### src/rtl/fb_stream_writer.sv
// fb_stream_writer
//   Write side of the panel framebuffer. Parses a host byte stream made of one
//   sync byte followed by NUM_PIXELS RGB triplets, quantises each pixel from
//   24bpp to the 7-7-6 (20-bit) framebuffer format and writes it to the back
//   buffer at linear pixel addresses 0..NUM_PIXELS-1.
//
//   Handshake: a byte transfers on a rising edge where in_valid & in_ready are
//   both high. in_valid may be asserted at any time and in_data must be stable
//   while in_valid is high; in_ready is a combinational function of registered
//   state only (never of in_valid), so there is no combinational loop through
//   the host side.
//
//   Frame hand-off: when the last pixel is written, frame_done pulses and
//   frame_pending is set on the following edge. While pending, the parser sits
//   in HUNT with in_ready low, so the next frame (including its sync byte) is
//   held back until swap_ack releases the back buffer.
//
//   Timeout: inside a frame, a gap of TIMEOUT_CYCLES cycles without an accepted
//   byte aborts the frame, pulses err_timeout and returns to HUNT. Pixels that
//   were already written stay in memory and are overwritten by the next frame.

module fb_stream_writer #(
  parameter int         NUM_PIXELS     = 16384,
  parameter logic [7:0] SYNC_BYTE      = 8'hA5,
  parameter int         TIMEOUT_CYCLES = 1000000
) (
  input  logic        sys_clk,
  input  logic        rst,
  input  logic [7:0]  in_data,
  input  logic        in_valid,
  output logic        in_ready,
  output logic [19:0] fb_wdata,
  output logic [13:0] fb_waddr,
  output logic        fb_we,
  input  logic        swap_ack,
  output logic        frame_pending,
  output logic        frame_done,
  output logic        err_timeout,
  output logic        busy,
  output logic [1:0]  dbg_state
);

  // ---------------------------------------------------------------------------
  // Constants
  // ---------------------------------------------------------------------------
  localparam logic [1:0] S_HUNT  = 2'd0;
  localparam logic [1:0] S_GET_R = 2'd1;
  localparam logic [1:0] S_GET_G = 2'd2;
  localparam logic [1:0] S_GET_B = 2'd3;

  // Index of the final pixel of a frame.
  localparam logic [13:0] LAST_PIX = 14'(NUM_PIXELS - 1);

  // Idle counter only needs to reach TIMEOUT_CYCLES-1.
  localparam int          TW      = (TIMEOUT_CYCLES > 2) ? $clog2(TIMEOUT_CYCLES) : 1;
  localparam logic [TW-1:0] TO_LAST = TW'(TIMEOUT_CYCLES - 1);

  // ---------------------------------------------------------------------------
  // Registers
  // ---------------------------------------------------------------------------
  logic [1:0]    r_state;
  logic [13:0]   r_pix_cnt;
  logic [TW-1:0] r_to_cnt;
  logic [6:0]    r_red;
  logic [6:0]    r_grn;
  logic          r_we;
  logic [13:0]   r_waddr;
  logic [19:0]   r_wdata;
  logic          r_done;
  logic          r_pending;
  logic          r_err;

  // ---------------------------------------------------------------------------
  // Wires
  // ---------------------------------------------------------------------------
  logic [1:0] w_state_nxt;
  logic       w_in_ready;
  logic       w_accept;
  logic       w_in_hunt;
  logic       w_sync_accept;
  logic       w_px_accept;
  logic       w_last_px;
  logic       w_timeout;

  // Flow control: HUNT refuses bytes while a finished frame waits for a swap;
  // inside a frame every byte is taken immediately.
  assign w_in_hunt  = (r_state == S_HUNT);
  assign w_in_ready = w_in_hunt ? ~r_pending : 1'b1;
  assign w_accept   = in_valid & w_in_ready;

  // A frame starts only on the sync byte seen while hunting.
  assign w_sync_accept = w_in_hunt & w_accept & (in_data == SYNC_BYTE);

  // The blue byte completes a pixel.
  assign w_px_accept = (r_state == S_GET_B) & w_accept;
  assign w_last_px   = (r_pix_cnt == LAST_PIX);

  // Abort when the idle counter has reached its limit and still nothing came.
  assign w_timeout = ~w_in_hunt & ~w_accept & (r_to_cnt == TO_LAST);

  // Next-state logic for the stream parser; timeout overrides everything.
  always_comb begin
    w_state_nxt = r_state;
    case (r_state)
      S_HUNT: begin
        if (w_sync_accept) begin
          w_state_nxt = S_GET_R;
        end
      end
      S_GET_R: begin
        if (w_accept) begin
          w_state_nxt = S_GET_G;
        end
      end
      S_GET_G: begin
        if (w_accept) begin
          w_state_nxt = S_GET_B;
        end
      end
      S_GET_B: begin
        if (w_accept) begin
          w_state_nxt = w_last_px ? S_HUNT : S_GET_R;
        end
      end
      default: begin
        w_state_nxt = S_HUNT;
      end
    endcase
    if (w_timeout) begin
      w_state_nxt = S_HUNT;
    end
  end

  // Parser state register.
  always_ff @(posedge sys_clk) begin
    if (rst) begin
      r_state <= S_HUNT;
    end else begin
      r_state <= w_state_nxt;
    end
  end

  // Idle counter: runs inside a frame, cleared by any accepted byte, parked at
  // zero in HUNT and after an abort.
  always_ff @(posedge sys_clk) begin
    if (rst) begin
      r_to_cnt <= '0;
    end else if (w_in_hunt || w_accept || w_timeout) begin
      r_to_cnt <= '0;
    end else begin
      r_to_cnt <= r_to_cnt + TW'(1);
    end
  end

  // Capture the truncated red and green components until blue arrives.
  always_ff @(posedge sys_clk) begin
    if (rst) begin
      r_red <= '0;
      r_grn <= '0;
    end else if (w_accept) begin
      if (r_state == S_GET_R) begin
        r_red <= in_data[7:1];
      end
      if (r_state == S_GET_G) begin
        r_grn <= in_data[7:1];
      end
    end
  end

  // Write pipeline: one cycle after the blue byte, present address and the
  // quantised pixel together with a single-cycle strobe. Address/data hold
  // their last value between strobes.
  always_ff @(posedge sys_clk) begin
    if (rst) begin
      r_we    <= 1'b0;
      r_waddr <= '0;
      r_wdata <= '0;
    end else begin
      r_we <= w_px_accept;
      if (w_px_accept) begin
        r_waddr <= r_pix_cnt;
        r_wdata <= {r_red, r_grn, in_data[7:2]};
      end
    end
  end

  // Pixel index: advances after each write and returns to zero after the last
  // pixel, on a new sync or on an abort, so it never leaves 0..NUM_PIXELS-1.
  always_ff @(posedge sys_clk) begin
    if (rst) begin
      r_pix_cnt <= '0;
    end else if (w_timeout || w_sync_accept) begin
      r_pix_cnt <= '0;
    end else if (r_we) begin
      r_pix_cnt <= r_done ? 14'd0 : (r_pix_cnt + 14'd1);
    end
  end

  // frame_done is aligned with the strobe of the final pixel.
  always_ff @(posedge sys_clk) begin
    if (rst) begin
      r_done <= 1'b0;
    end else begin
      r_done <= w_px_accept & w_last_px;
    end
  end

  // Pending flag: set by frame completion, cleared by swap_ack; a completion
  // in the same cycle as an ack keeps it set.
  always_ff @(posedge sys_clk) begin
    if (rst) begin
      r_pending <= 1'b0;
    end else begin
      r_pending <= (r_pending & ~swap_ack) | r_done;
    end
  end

  // Single-cycle abort indication.
  always_ff @(posedge sys_clk) begin
    if (rst) begin
      r_err <= 1'b0;
    end else begin
      r_err <= w_timeout;
    end
  end

  // ---------------------------------------------------------------------------
  // Outputs
  // ---------------------------------------------------------------------------
  assign in_ready      = w_in_ready;
  assign fb_we         = r_we;
  assign fb_waddr      = r_waddr;
  assign fb_wdata      = r_wdata;
  assign frame_done    = r_done;
  assign frame_pending = r_pending;
  assign err_timeout   = r_err;
  assign busy          = ~w_in_hunt;
  assign dbg_state     = r_state;

endmodule

### config.mk
export PLATFORM = sky130hd
export DESIGN_NAME = fb_stream_writer
export DESIGN_NICKNAME = d
export VERILOG_FILES = /design/src/rtl/fb_stream_writer.sv
export SDC_FILE = /design/constraint.sdc
export NUM_CORES = 1
export LEC_CHECK = 0
export ABC_AREA = 1
export BUFFER_PORTS_ARGS = -buffer_cell sky130_fd_sc_hd__buf_4
export CAP_MARGIN = 15
export CORE_ASPECT_RATIO = 1.5
export CORE_MARGIN = 4
export CORE_UTILIZATION = 55
export CTS_BUF_LIST = sky130_fd_sc_hd__clkbuf_8
export CTS_CLUSTER_SIZE = 20
export DETAILED_ROUTE_END_ITERATION = 7
export PLACE_DENSITY = 0.85
export SLEW_MARGIN = 20
export SYNTH_ARGS = -nofsm -noshare
export SYNTH_HDL_FRONTEND = slang
export SYNTH_SLANG_ARGS = --single-unit
### constraint.sdc
create_clock -name sys_clk -period 1.9 [get_ports sys_clk]
set_input_delay 0.095 -clock sys_clk [delete_from_list [all_inputs] [get_ports sys_clk]]
set_output_delay 0.095 -clock sys_clk [all_outputs]
set_load 0.1 [all_outputs]
==> results of run 1 <==
[what timing repair did]
| action | CTS | global route |
|---|---|---|
| hold buffers | 3 | 0 |
| resized for setup | 0 | 1 |
| endpoints found under the setup margin | 0 | 4 |
| endpoints found under the hold margin | 10 | 0 |
[kinds of logic after synthesis]
group           synth area share
flops                      0.463
simple gates               0.320
buf+inv                   0.0645
xor+xnor                  0.0299
compound gates             0.100
fa+ha+maj                 0.0230
[critical path, cell delays in order, from the launching register on]
cell and delay, ps:
dfxtp_4 360, inv_1 110, ha_2 300, nand2_8 60, nand2_2 70, inv_2 70, nor2_2 120, nand4_2 170
nand3_4 240, nor2_1 90
[synth_stat cells]
| cell type | count | area share |
|---|---|---|
| xor2_1 | 10 | 0.023 |
| nand4_2 | 1 | 0.0033 |
| o21ai_0 | 6 | 0.0079 |
| nand3b_1 | 2 | 0.0039 |
| o211ai_1 | 2 | 0.0039 |
| buf_2 | 7 | 0.0092 |
| ha_1 | 7 | 0.023 |
| nand2_1 | 107 | 0.11 |
| nand3_1 | 71 | 0.093 |
| nand2_2 | 2 | 0.0033 |
| dfxtp_1 | 88 | 0.46 |
| o21bai_1 | 4 | 0.0079 |
| nor2_1 | 52 | 0.051 |
| a21boi_0 | 1 | 0.0020 |
| inv_2 | 2 | 0.0020 |
| nand3_2 | 1 | 0.0026 |
| a22oi_1 | 1 | 0.0020 |
| nand4_1 | 7 | 0.012 |
| o31ai_1 | 1 | 0.0020 |
| inv_1 | 35 | 0.035 |
| clkbuf_1 | 16 | 0.016 |
| a21o_1 | 1 | 0.0020 |
| nor2_4 | 1 | 0.0030 |
| a21oi_1 | 55 | 0.072 |
| nand3b_4 | 1 | 0.0053 |
| buf_6 | 1 | 0.0030 |
| xnor2_1 | 3 | 0.0069 |
| nor3_1 | 8 | 0.011 |
| nor3_2 | 3 | 0.0079 |
| nor2_2 | 11 | 0.018 |
[state kept, by name, indices dropped and copies added, names as in the netlist]
name	cells
fb_wdata	20
r_to_cnt	20
fb_waddr	14
r_pix_cnt	14
r_grn	7
r_red	7
dbg_state	2
err_timeout	1
fb_we	1
frame_done	1
frame_pending	1
[power breakdown]
group          switching (mW)  internal, mW  total [mW]
clock network           0.685         0.751        1.44
registers             0.00744          1.85        1.86
logic                   0.142        0.0578       0.200
[worst max path at each step]
stage	endpoint	slack, ps	cells after the start
5_1_grt	dbg_state[0]$_SDFFE_PP0P_	60	8
2_1_floorplan	r_pix_cnt[0]$_SDFFE_PP0P_	30	10
4_1_cts	r_pix_cnt[10]$_SDFFE_PP0P_	80	9
6_report	r_pix_cnt[10]$_SDFFE_PP0P_	200	9
3_5_place_dp	r_pix_cnt[10]$_SDFFE_PP0P_	90	9
3_3_place_gp	r_pix_cnt[12]$_SDFFE_PP0P_	210	9
[metal layers]
metal  share of wire  global-route usage
met5               0                   0
met3           0.058              0.0590
met2            0.52               0.381
met4           0.021              0.0891
met1            0.40               0.238
[layout make-up]
type	count	area share
multi-input cells	358	0.401
inverters	37	0.0305
flip-flops and latches	88	0.390
clock inverters	7	0.0223
repair buffers	63	0.108
well taps	76	0.0209
clock buffers	9	0.0272
[stage by stage]
step / instances / area, sq um
final: 638 / 4550
after CTS: 638 / 4540
after global routing: 638 / 4550
after detailed placement: 619 / 4290
after global placement: 619 / 4290
after floorplan: 507 / 3830
==> flow_summary.yaml, run 1 <==
hold_path:
  hold_end: "fb_wdata[3]$_SDFFE_PP0P_"
  holdPathStages: 3
  min-delay-start: "in_data[5]"
  hp-class: "in2reg"
timing:
  worst_slack_ps: 203
  tightest_slew_ps: 496
  finalSetupViolCount: 0
  period_minus_slack_ps: 1700
  fin_hold_ws_ps: 23.6
  fmax_mhz: 589
  skew_ps: 14.7
  rsz0062_at_grt: "false"
  max_slew_margin: 0.667
  period_share: 0.893
  finalMaxSlewViolations: 0
  setup_tns_ps: 0
  finalHoldViolCount: 0
layout:
  utilization: 0.687
  drive_gt1_frac: 0.185
  n_fill_cell: 516
  fin_nets: 576
  multi_input_area_sq_um: 1820
  final_common_cell: "nand2_1"
  final_cell_mix: "106 x nand2_1, 84 x dfxtp_1, 71 x nand3_1, 59 x buf_4, 55 x a21oi_1"
  area_growth_pct: 19.5
  diodes: 0
  seq_area_sq_um: 1770
global_route:
  antenna_found_initial: 0
  grt_pass1_wl_um: 14700
  gr-total-overflow: 0
  track_usage: 0.214
  first_global_vias: 3369
  grt_max_degree: 49
logic_synthesis:
  synth_cells: 507
  netlist_area_sq_um: 3800
  ys_seq_area_frac: 0.463
  postSynthAreaPerCell_sq_um: 7.50
  yosys_register_bits: 88
  synth.distinct_cells: 30
  yosysWarnings: 0
  synth_fp_nets: 526
floorplan:
  rows: 36
  initial_utilization: 0.575
  pin_count: 54
  dieArea_sq_um: 8340
  die-height_um: 110
  fp.dieW_um: 75.9
  fp.coreArea_sq_um: 6620
clock_tree:
  cts_htree_levels: 3
  root_buffer: "clkbuf_8"
  cts_buffers: 9
  cts_buffer_depth: 2
  cts_tree: "built"
  clkSlewWorstSetupHoldPaths_ps: 100
  clk_latency_ps: 370
  clock_sinks: 88
  postCtsSetupBuffers: 0
routing:
  via_count: 3491
  dr.pass1.iters: 5
  drt-total-wl_um: 8690
  route.detailed.drc: 0
  via_per_inst: 5.47
  wl_per_cell_um: 13.6
  dr.first_iter.drc_count: 296
  ant_nets: 0
critical_path:
  rr_startpoint: "dbg_state[1]$_SDFFE_PP0P_"
  reg2reg_to: "r_pix_cnt[10]$_SDFFE_PP0P_"
  endpoint_kind: "flip-flop"
  cp-start-kind: "flip-flop"
  critPathKind: "reg2reg"
  setup.worst_path.start: "dbg_state[1]$_SDFFE_PP0P_"
  crit_required_ps: 2150
  crit_path_max_fanout: 14
  r2r_cells: 9
  cp.arrival_ps: 1950
  rrSetupSlack_ps: 200
pwr:
  p_per_area_nw_per_um2: 768
  power_mw: 3.49
  p_leak_nw: 1.69
  peakVddDrop_mv: 0.788
job:
  max-cap-violations: 0
placed_design:
  post-place-ws_ps: 90.9
  gp_congestion: 0.866
  io_buffer_count: 53
  hpwl_um: 6150
status:
  status: "complete, no violations"
(Power assumes the default switching activity.)
==> inputs of run 2 (changes only) <==
Settings changed: MAX_ROUTING_LAYER set to met4.
==> run 2 against run 1 <==
  * Core utilization shrank 0.64 points
  * Global-route usage grew 0.33 points
  * Sequential share of layout area grew 0.37 points
  * Sequential power is essentially flat
  * Non-clock buffer count shrank 1
  * Routed wire length shrank 3.2%
  * Die area is the same
  * Power shrank 6.2%
  * Hold slack gained 1.0 ps
  * Critical endpoint is now r_red[5]$_SDFFE_PP0P_
==> flow_summary.yaml, run 2 (synthesized netlist as in run 1, its figures left out) <==
timing:
  tightest_slew_ps: 447
  rsz0062_at_grt: "false"
  skew_ps: 8.97
  period_share: 0.909
  finalMaxSlewViolations: 0
  max_slew_margin: 0.699
  finalHoldViolCount: 0
  fmax_mhz: 579
  setup_tns_ps: 0
  worst_slack_ps: 173
  finalSetupViolCount: 0
  period_minus_slack_ps: 1730
placed_design:
  hpwl_um: 6010
  io_buffer_count: 53
  placed_area_sq_um: 4290
  gp_congestion: 0.897
  placed_cells: 619
  post-place-ws_ps: 114
routing:
  route.detailed.drc: 0
  via_count: 3445
  dr.pass1.iters: 4
  ant_nets: 0
  drt-total-wl_um: 8410
  wl_per_cell_um: 13.2
  via_per_inst: 5.41
  dr.first_iter.drc_count: 170
pwr:
  p_leak_nw: 1.67
  peakVddDrop_mv: 0.512
  p_per_area_nw_per_um2: 727
layout:
  utilization: 0.680
  multi_input_area_sq_um: 1820
  seq_area_sq_um: 1770
  layout.cells.non_filler: 637
  diodes: 0
  final_cell_mix: "106 x nand2_1, 84 x dfxtp_1, 71 x nand3_1, 59 x buf_4, 55 x a21oi_1"
  finalInstanceArea_sq_um: 4510
  area_growth_pct: 18.4
  drive_gt1_frac: 0.184
  fin_nets: 575
  n_fill_cell: 558
  final_common_cell: "nand2_1"
hold_path:
  hold_end: "fb_wdata[3]$_SDFFE_PP0P_"
  min-delay-start: "in_data[5]"
  hp-class: "in2reg"
  holdPathStages: 3
critical_path:
  rrSetupSlack_ps: 170
  critPathKind: "reg2reg"
  cp.arrival_ps: 1970
  rr_startpoint: "dbg_state[0]$_SDFFE_PP0P_"
  r2r_cells: 9
  endpoint_kind: "flip-flop"
  crit_required_ps: 2140
  reg2reg_to: "r_red[5]$_SDFFE_PP0P_"
  crit_path_max_fanout: 48
  cp-start-kind: "flip-flop"
floorplan:
  fp.coreArea_sq_um: 6620
  rows: 36
  dieArea_sq_um: 8340
  die-height_um: 110
  fp.dieW_um: 75.9
  initial_utilization: 0.575
  pin_count: 54
global_route:
  antenna_found_initial: 0
  grt_pass1_wl_um: 14200
  gr-total-overflow: 0
  first_global_vias: 3277
  track_usage: 0.217
  grt_max_degree: 49
clock_tree:
  cts_htree_levels: 3
  clk_latency_ps: 360
  cts_buffers: 9
  clkSlewWorstSetupHoldPaths_ps: 80
  cts_buffer_depth: 2
  cts_tree: "built"
  clock_sinks: 88
  root_buffer: "clkbuf_8"
status:
  status: "complete, no violations"
job:
  max-cap-violations: 0
-- run 2: cell types whose count changed in the layout (fill, tap and decap cells not counted) --
cell | previous run | this run
clkinv_4 | 1 | 0
inv_6 | 2 | 1
clkbuf_8 | 9 | 12
dlygate4sd3_1 | 3 | 2
bufinv_16 | 2 | 0
inv_1 | 35 | 36
-- run 2: worst max path at each step --
stage / to / slack, ps / cells after the start / start
2_1_floorplan: r_pix_cnt[0]$_SDFFE_PP0P_ / 30 / 10 / dbg_state[1]$_SDFFE_PP0P_
3_3_place_gp: r_pix_cnt[11]$_SDFFE_PP0P_ / 200 / 9 / dbg_state[1]$_SDFFE_PP0P_
3_5_place_dp: r_pix_cnt[11]$_SDFFE_PP0P_ / 110 / 9 / dbg_state[1]$_SDFFE_PP0P_
4_1_cts: r_pix_cnt[12]$_SDFFE_PP0P_ / 80 / 9 / dbg_state[0]$_SDFFE_PP0P_
5_1_grt: r_red[6]$_SDFFE_PP0P_ / 50 / 9 / dbg_state[0]$_SDFFE_PP0P_
6_report: r_red[5]$_SDFFE_PP0P_ / 170 / 9 / dbg_state[0]$_SDFFE_PP0P_
-- run 2: stage by stage --
| stage | hold slack (ps) | power (mW) |
|---|---|---|
| 2_1_floorplan | 263 | 2.04 |
| 3_3_place_gp | 361 | 2.09 |
| 3_5_place_dp | 379 | 2.09 |
| 4_1_cts | 4.19 | 3.31 |
| 5_1_grt | 37.1 | 3.40 |
| 6_report | 24.6 | 3.28 |
-- run 2: what timing repair did --
item / 4_1_cts / 5_1_grt
endpoints found under the setup margin: 0 / 4
resized for setup: 0 / 1
endpoints found under the hold margin: 9 / 0
hold buffers: 2 / 0
buffers inserted: 0 / 0
-- run 2: critical path: stages, from the launching register on --
cell	delay, ps
dfxtp_4	390
inv_1	80
ha_2	260
nand2_8	80
nand2_2	50
inv_2	110
buf_12	220
nand2_1	200
nand2_1	140
a21oi_1	60
-- run 2: per-layer routing --
metal	part of all wire	routed length (um)	up-vias	global-route usage
met4	0.026	220	0	0.139
met3	0.048	402	19	0.0393
met1	0.41	3470	1597	0.234
met2	0.51	4310	70	0.366
met5	0	0	-	-
li1	-	-	1759	-
-- run 2: layout make-up --
cell class / instances / share of cell area
multi-input cells: 358 / 0.405
flip-flops and latches: 88 / 0.393
repair buffers: 62 / 0.107
clock buffers: 12 / 0.0367
inverters: 37 / 0.0308
well taps: 76 / 0.0211
clock inverters: 4 / 0.00611
-- run 2: report_power, final --
group | switching, mW | internal [mW]
sequential | 0.00794 | 1.85
combinational | 0.140 | 0.0566
clock | 0.641 | 0.582
